===== src/rtl/rr_arbitrated_fifo_if.sv =====
// ============================================================================
//  Module   : rr_arbitrated_fifo_if
//  Brief    : Producer/consumer bus of the multi-channel round-robin FIFO.
//  Revision : 1.0
// ============================================================================
`default_nettype none

interface rr_arbitrated_fifo_if #(
   parameter int WIDTH = 8,
   parameter int NCH   = 4
);
   localparam int CW = $clog2(NCH);

   logic [NCH-1:0]       i_push;
   logic [NCH*WIDTH-1:0] i_data_in;
   logic [NCH-1:0]       o_full;
   logic [NCH-1:0]       o_afull;
   logic                 o_out_valid;
   logic                 i_out_ready;
   logic [WIDTH-1:0]     o_data_out;
   logic [CW-1:0]        o_out_ch;
   logic [NCH-1:0]       o_ovf;
   logic [NCH-1:0]       i_clr_ovf;

   modport slave (
      input  i_push, i_data_in, i_out_ready, i_clr_ovf,
      output o_full, o_afull, o_out_valid, o_data_out, o_out_ch, o_ovf
   );

   modport master (
      output i_push, i_data_in, i_out_ready, i_clr_ovf,
      input  o_full, o_afull, o_out_valid, o_data_out, o_out_ch, o_ovf
   );
endinterface

`default_nettype wire


===== src/rtl/rr_arbitrated_fifo.sv =====
// ============================================================================
//  Module   : rr_arbitrated_fifo
//  Brief    : NCH independent FIFOs drained through one round-robin,
//             grant-locked valid/ready output port.
//  Revision : 1.0
// ============================================================================
`default_nettype none

module rr_arbitrated_fifo #(
   parameter int WIDTH        = 8,
   parameter int DEPTH        = 8,
   parameter int NCH          = 4,
   parameter int AFULL_THRESH = DEPTH - 2
) (
   input  logic                  clk,
   input  logic                  rst,
   rr_arbitrated_fifo_if.slave   bus
);
   localparam int AW   = $clog2(DEPTH);
   localparam int CNTW = AW + 1;
   localparam int CW   = $clog2(NCH);

   logic [NCH-1:0]   w_ne;
   logic [NCH-1:0]   w_full;
   logic [NCH-1:0]   w_afull;
   logic [NCH-1:0]   w_ovf;
   logic [NCH-1:0]   w_push_ok;
   logic [NCH-1:0]   w_pop;
   logic [WIDTH-1:0] w_head [NCH];
   logic [CW-1:0]    w_grant;
   logic             w_valid;
   logic             w_xfer;

   logic [CW-1:0]    r_last;
   logic             r_lock;
   logic [CW-1:0]    r_lock_ch;

   assign w_valid = |w_ne;
   assign w_xfer  = w_valid & bus.i_out_ready;

   // A locked grant always points at a non-empty channel: pops only happen on transfer.
   always_comb begin
      logic          v_found;
      logic [CW-1:0] v_idx;
      w_grant = '0;
      v_found = 1'b0;
      v_idx   = '0;
      if (r_lock) begin
         w_grant = r_lock_ch;
      end else begin
         for (int i = 1; i <= NCH; i++) begin
            v_idx = CW'((int'(r_last) + i) % NCH);
            if (!v_found && w_ne[v_idx]) begin
               w_grant = v_idx;
               v_found = 1'b1;
            end
         end
      end
   end

   always_ff @(posedge clk or negedge rst) begin
      if (!rst) begin
         r_last    <= CW'(NCH - 1);
         r_lock    <= 1'b0;
         r_lock_ch <= '0;
      end else begin
         r_lock <= w_valid & ~bus.i_out_ready;
         if (w_valid & ~bus.i_out_ready) begin
            r_lock_ch <= w_grant;
         end
         if (w_xfer) begin
            r_last <= w_grant;
         end
      end
   end

   for (genvar c = 0; c < NCH; c++) begin : g_ch
      logic [WIDTH-1:0] r_mem [DEPTH];
      logic [AW-1:0]    r_rd;
      logic [AW-1:0]    r_wr;
      logic [CNTW-1:0]  r_cnt;
      logic             r_ovf;
      logic [WIDTH-1:0] w_din;

      assign w_din        = bus.i_data_in[c*WIDTH +: WIDTH];
      assign w_full[c]    = (r_cnt == CNTW'(DEPTH));
      assign w_afull[c]   = (r_cnt >= CNTW'(AFULL_THRESH));
      assign w_ne[c]      = (r_cnt != '0);
      assign w_ovf[c]     = r_ovf;
      assign w_push_ok[c] = bus.i_push[c] & ~w_full[c];
      assign w_pop[c]     = w_xfer & (w_grant == CW'(c));
      assign w_head[c]    = r_mem[r_rd];

      always_ff @(posedge clk or negedge rst) begin
         if (!rst) begin
            for (int k = 0; k < DEPTH; k++) begin
               r_mem[k] <= '0;
            end
            r_rd  <= '0;
            r_wr  <= '0;
            r_cnt <= '0;
            r_ovf <= 1'b0;
         end else begin
            if (w_push_ok[c]) begin
               r_mem[r_wr] <= w_din;
               r_wr        <= r_wr + 1'b1;
            end
            if (w_pop[c]) begin
               r_rd <= r_rd + 1'b1;
            end
            if (w_push_ok[c] && !w_pop[c]) begin
               r_cnt <= r_cnt + 1'b1;
            end else if (!w_push_ok[c] && w_pop[c]) begin
               r_cnt <= r_cnt - 1'b1;
            end
            // A drop in the same cycle as a clear keeps the flag set.
            if (bus.i_push[c] && w_full[c]) begin
               r_ovf <= 1'b1;
            end else if (bus.i_clr_ovf[c]) begin
               r_ovf <= 1'b0;
            end
         end
      end
   end

   assign bus.o_full      = w_full;
   assign bus.o_afull     = w_afull;
   assign bus.o_ovf       = w_ovf;
   assign bus.o_out_valid = w_valid;
   assign bus.o_out_ch    = w_valid ? w_grant : '0;
   assign bus.o_data_out  = w_valid ? w_head[w_grant] : '0;

endmodule

`default_nettype wire


===== src/flat_wrapper.sv =====
// flat-port wrapper written by rule: the top's interface ports become plain ports
module rr_arbitrated_fifo_flat 
#(
   parameter int WIDTH        = 8,
   parameter int DEPTH        = 8,
   parameter int NCH          = 4,
   parameter int AFULL_THRESH = DEPTH - 2
)
  (clk, rst, bus_i_push, bus_i_data_in, bus_i_out_ready, bus_i_clr_ovf, bus_o_full, bus_o_afull, bus_o_out_valid, bus_o_data_out, bus_o_out_ch, bus_o_ovf);
  rr_arbitrated_fifo_if #(.WIDTH(WIDTH), .NCH(NCH)) bus_i ();
  input  logic clk;
  input  logic rst;
  input wire logic [$bits(bus_i.i_push)-1:0] bus_i_push;
  input wire logic [$bits(bus_i.i_data_in)-1:0] bus_i_data_in;
  input wire logic [$bits(bus_i.i_out_ready)-1:0] bus_i_out_ready;
  input wire logic [$bits(bus_i.i_clr_ovf)-1:0] bus_i_clr_ovf;
  output wire logic [$bits(bus_i.o_full)-1:0] bus_o_full;
  output wire logic [$bits(bus_i.o_afull)-1:0] bus_o_afull;
  output wire logic [$bits(bus_i.o_out_valid)-1:0] bus_o_out_valid;
  output wire logic [$bits(bus_i.o_data_out)-1:0] bus_o_data_out;
  output wire logic [$bits(bus_i.o_out_ch)-1:0] bus_o_out_ch;
  output wire logic [$bits(bus_i.o_ovf)-1:0] bus_o_ovf;
  assign bus_i.i_push = bus_i_push;
  assign bus_i.i_data_in = bus_i_data_in;
  assign bus_i.i_out_ready = bus_i_out_ready;
  assign bus_i.i_clr_ovf = bus_i_clr_ovf;
  assign bus_o_full = bus_i.o_full;
  assign bus_o_afull = bus_i.o_afull;
  assign bus_o_out_valid = bus_i.o_out_valid;
  assign bus_o_data_out = bus_i.o_data_out;
  assign bus_o_out_ch = bus_i.o_out_ch;
  assign bus_o_ovf = bus_i.o_ovf;
  rr_arbitrated_fifo #(.WIDTH(WIDTH), .DEPTH(DEPTH), .NCH(NCH), .AFULL_THRESH(AFULL_THRESH)) u_core (.clk(clk), .rst(rst), .bus(bus_i));
endmodule

===== config.mk =====
export PLATFORM = sky130hd
export DESIGN_NAME = rr_arbitrated_fifo_flat
export DESIGN_NICKNAME = d
export VERILOG_FILES = /design/src/rtl/rr_arbitrated_fifo_if.sv /design/src/rtl/rr_arbitrated_fifo.sv /design/src/flat_wrapper.sv
export SDC_FILE = /design/constraint.sdc
export NUM_CORES = 1
export LEC_CHECK = 0
export BUFFER_PORTS_ARGS = -buffer_cell sky130_fd_sc_hd__buf_2
export CAP_MARGIN = 20
export CORE_AREA = 2 2 169 187
export CTS_BUF_LIST = sky130_fd_sc_hd__clkbuf_8
export DETAILED_ROUTE_END_ITERATION = 8
export DIE_AREA = 0 0 171 189
export PLACE_DENSITY = 0.61
export SLEW_MARGIN = 20
export SYNTH_ARGS = -nofsm -noshare
export SYNTH_HDL_FRONTEND = slang
export SYNTH_SLANG_ARGS = --single-unit

===== constraint.sdc =====
create_clock -name clk -period 4.7 [get_ports clk]
set_input_delay 0.235 -clock clk [delete_from_list [all_inputs] [get_ports clk]]
set_output_delay 0.235 -clock clk [all_outputs]
set_load 0.03 [all_outputs]

==> metrics.md <==
| Metric | Value |
|---|---|
| #FFs+latches synth | `between 300 and 400` |
| Max Fclk | `254 MHz` |
| Ys flop type | `dfrtp_1` |
| Largest net degree at the start of global routing | `between 100 and 150` |
| Die Span X | `between 150 and 200 um` |
| Most common cell in the netlist | `dfrtp_1` |
| CP startpoint kind | `flop` |
| Boundary Pins | `66` |
| Worst Tran Pin Value | `~1 ns` |
| Lkg Pwr | `~7.2 nW` |
| Synth area leader | `dfrtp_1` |
| RSZ-0062 raised after global routing | `false` |
| Yosys top cell area share | `0.526` |
| Design area | `between 15000 and 20000 um2` |
| Setup violators final | `0` |
| Clock Sinks | `305` |
| Diode count | `0` |
| Clk pin slew, worst setup/hold paths | `around 0.07 ns` |
| Tot GR Track Use | `0.196` |
| Clk Tree Root Cell | `clkbuf_8` |
| Crit path cell chain | `or4_1 -> or3_4 -> a2111oi_4 -> a211oi_2 -> or3_4 -> ha_1 -> inv_1 -> ha_1 -> a21o_1 -> a21oi_1 -> xnor2_1 -> nor2_1 -> xor2_1` |
| Critical path's largest stage delay | `0.66 ns` |
| Wire length on met1 | `about 14000 um` |
| Cell Pwr Density | `~750 nW/um2` |
| Setup TNS | `0 ns` |
| Highest metal used | `met4` |
| Period utilisation layout | `0.839` |
| Layout net count | `between 1000 and 1500` |
| GRT Residual Overflow | `0` |
| Vias in the first global route | `just under 9000` |
| Routed len/inst | `19.9 um` |
| FFs w/ async S/R, synth | `1.00` |
| CTS Buf Count | `between 50 and 60` |
| Mapped cell area | `between 10000 and 15000 um2` |
| Critical Path AT | `roughly 4.4 ns` |
| CTS tree | `yes` |
| Nature of the critical path endpoint | `flop` |
| Die Height | `about 190 um` |
| Dpl cells | `between 1000 and 1500` |
| Max VDD drop | `slightly below 0.3 mV` |
| H-tree levels | `2` |
| Critical Path RT | `~5 ns` |
| Tmin final | `a little under 4 ns` |
| Syn Inst Count | `955` |
| First-pass GRT wire length | `~50000 um` |
| Area after DPL | `15200 um2` |
| DR iter-0 viols | `386` |
| Full die area | `32300 um2` |
| Ys Warns | `0` |
| Number of flops mapped to enable cells by yosys | `0` |
| Rows | `67` |
| Netlist cell types | `45` |
| Worst Path Class, Setup | `reg -> reg` |
| Max Root-Sink Buffers | `3` |
| Clk_lat worst skew | `between 0.5 and 0.6 ns` |
| Max stage delay cell, worst path | `or4_1` |
| Core area | `between 30000 and 40000 um2` |
| Max cap viols | `0` |
| Final WS setup | `between 0.7 and 0.8 ns` |
| Met2 WL post-DR | `roughly 15000 um` |
| Layout Cells excl Fill | `between 1500 and 2000` |
| Met3 WL | `around 1500 um` |
| Syn avg cell area | `roughly 15 um2` |
| Initial Util | `0.475` |
| Hold Fails Final Rpt | `0` |
| GPL Wtd Cong | `a little under 0.8` |
| Worst Hold Class | `in -> reg` |
| CP bufs+invs | `1` |
| Cell family with most CP delay | `simple AND/OR/NAND/NOR gates` |
| Vias after detailed routing | `roughly 8300` |
| Synth top area cells | `dfrtp_1, mux2_2, mux4_2, mux2i_1, ha_1` |
| Pre-CTS setup slack | `about 0.78 ns` |
| DR pass1 iterations | `4` |
| Crit Path Max Fanout | `10` |
| Commonest cells post-synth | `dfrtp_1, mux2_2, mux4_2` |
| DRC errors left | `0` |
| Post-DR vias/cell | `between 5 and 6` |
| Max Transition Viols Final | `0` |
| Initial antenna violation count | `0` |
| Max-slew headroom | `0.346` |
| Final HPWL DP | `19300 um` |
| I/O Buffers | `65` |
| Fill cell count | `2579` |
| Synth Net Count | `1022` |
| Fin Hold WS | `roughly 0.14 ns` |
| Antenna-violating nets left | `0` |
| Share of cells above drive strength 1 | `0.446` |
| Sequential area share after synthesis | `0.530` |
| Routed WL | `around 30000 um` |
| Setup Skew | `~0.017 ns` |
| Status | `completed` |
| Area grow syn2layout | `15.3%` |
==> cells by family (layout without fill, tap and decap cells) <==
| group | count (synthesis) | count (layout) | synth area share |
|---|---|---|---|
| multiplexers | 380 | 380 | 0.343 |
| AO/OA/AOI/OAI | 45 | 45 | 0.0231 |
| buffers and inverters | 62 | 223 | 0.0174 |
| AND/OR/NAND/NOR | 107 | 107 | 0.0444 |
| XOR/XNOR | 32 | 32 | 0.0194 |
| flip-flops | 305 | 305 | 0.530 |
| adder cells (fa/ha/maj) | 24 | 24 | 0.0229 |
==> final timing paths <==
| check | slack [ns] | endpoint | start | cells past startpoint |
|---|---|---|---|---|
| min | 0.14 | u_core.g_ch[2].r_wr[0]$_DFFE_PN0P_ | bus_i_push[2] | 3 |
| min in group asynchronous | 0.27 | u_core.g_ch[3].r_mem[39]$_DFFE_PN0P_ | rst | 2 |
| max in group asynchronous | 3.23 | u_core.g_ch[2].r_mem[55]$_DFFE_PN0P_ | rst | 3 |
| min reg2reg | 0.50 | u_core.g_ch[1].r_mem[12]$_DFFE_PN0P_ | u_core.g_ch[1].r_mem[12]$_DFFE_PN0P_ | 1 |
| max reg2reg | 0.76 | u_core.g_ch[0].r_cnt[3]$_DFFE_PN0P_ | u_core.g_ch[1].r_cnt[0]$_DFFE_PN0P_ | 13 |
| max | 0.76 | u_core.g_ch[0].r_cnt[3]$_DFFE_PN0P_ | u_core.g_ch[1].r_cnt[0]$_DFFE_PN0P_ | 13 |
==> stage by stage <==
step                power [mW]   util
floorplan                 8.77      -
global placement          10.1  0.501
detailed placement        10.2  0.501
CTS                       12.6  0.547
global route              13.2  0.547
finish                    12.4  0.547
==> worst reg2reg max path, delay by kind of cell (launching register included) <==
kind            cells  cell delay (ns)
fa+ha+maj           2             0.48
buf+inv             1             0.12
flops               1             0.46
simple gates        4             1.60
xor+xnor            2             0.27
compound gates      4             0.87
==> area by class of cell <==
class                           count  area [um2]  area share
Sequential cell                   305        7630       0.460
Multi-Input combinational cell    588        6530       0.393
Timing Repair Buffer              125         903      0.0544
Clock buffer                       65         895      0.0538
Tap cell                          414         518      0.0312
Clock inverter                     21        85.1     0.00512
Inverter                           12        45.0     0.00271
==> flip-flops by register name, indices dropped and copies added, names as in the netlist <==
signal / count
u_core.r_lock_ch: 2
u_core.g_ch.r_wr: 12
u_core.g_ch.r_rd: 12
u_core.g_ch.r_cnt: 16
u_core.g_ch.r_ovf: 4
u_core.r_lock: 1
u_core.r_last: 2
u_core.g_ch.r_mem: 256
==> routing by layer <==
metal  up-vias  track usage
met3        42       0.0424
met1      4326        0.266
met4         0       0.0531
li1       3821            -
met2       151        0.321
met5         -            0
==> cell usage in the layout, fill, tap and decap left out, types with 3 or more instances in the layout <==
| cell | instances |
|---|---|
| nand4b_1 | 8 |
| a21o_1 | 11 |
| nor2b_1 | 4 |
| nor4b_1 | 6 |
| nand4_1 | 6 |
| nor4_1 | 5 |
| nor2_1 | 18 |
| clkinv_2 | 5 |
| nand2_1 | 27 |
| dfrtp_1 | 303 |
| o21ai_0 | 10 |
| o21a_1 | 3 |
| or3_4 | 3 |
| xnor2_1 | 23 |
| xor2_1 | 9 |
| a21oi_1 | 6 |
| buf_2 | 64 |
| and3_1 | 3 |
| fa_1 | 4 |
| buf_4 | 17 |
| ha_1 | 20 |
| inv_1 | 26 |
| nor3b_1 | 4 |
| dlygate4sd3_1 | 42 |
| clkbuf_8 | 65 |
| a22o_1 | 8 |
| mux2i_1 | 48 |
| mux2_2 | 265 |
| nand3_1 | 6 |
| mux4_2 | 64 |
| nor4b_2 | 4 |
| nand2b_1 | 7 |
==> power breakdown <==
| part | switching (mW) | total [mW] | internal (mW) | leakage [nW] |
|---|---|---|---|---|
| combinational | 2.14 | 5.05 | 2.91 | 3.01 |
| clock | 1.04 | 2.27 | 1.23 | 0.572 |
| sequential | 1.12 | 5.08 | 3.96 | 3.66 |
| total | 4.30 | 12.4 | 8.09 | 7.25 |
==> repair_timing <==
action                                 CTS  global route
gates resized for setup                  0             0
hold buffers                            42             0
endpoints found under the hold margin  351             0
buffers inserted                         0             0
No activity file was read; power rests on OpenSTA's default activity.
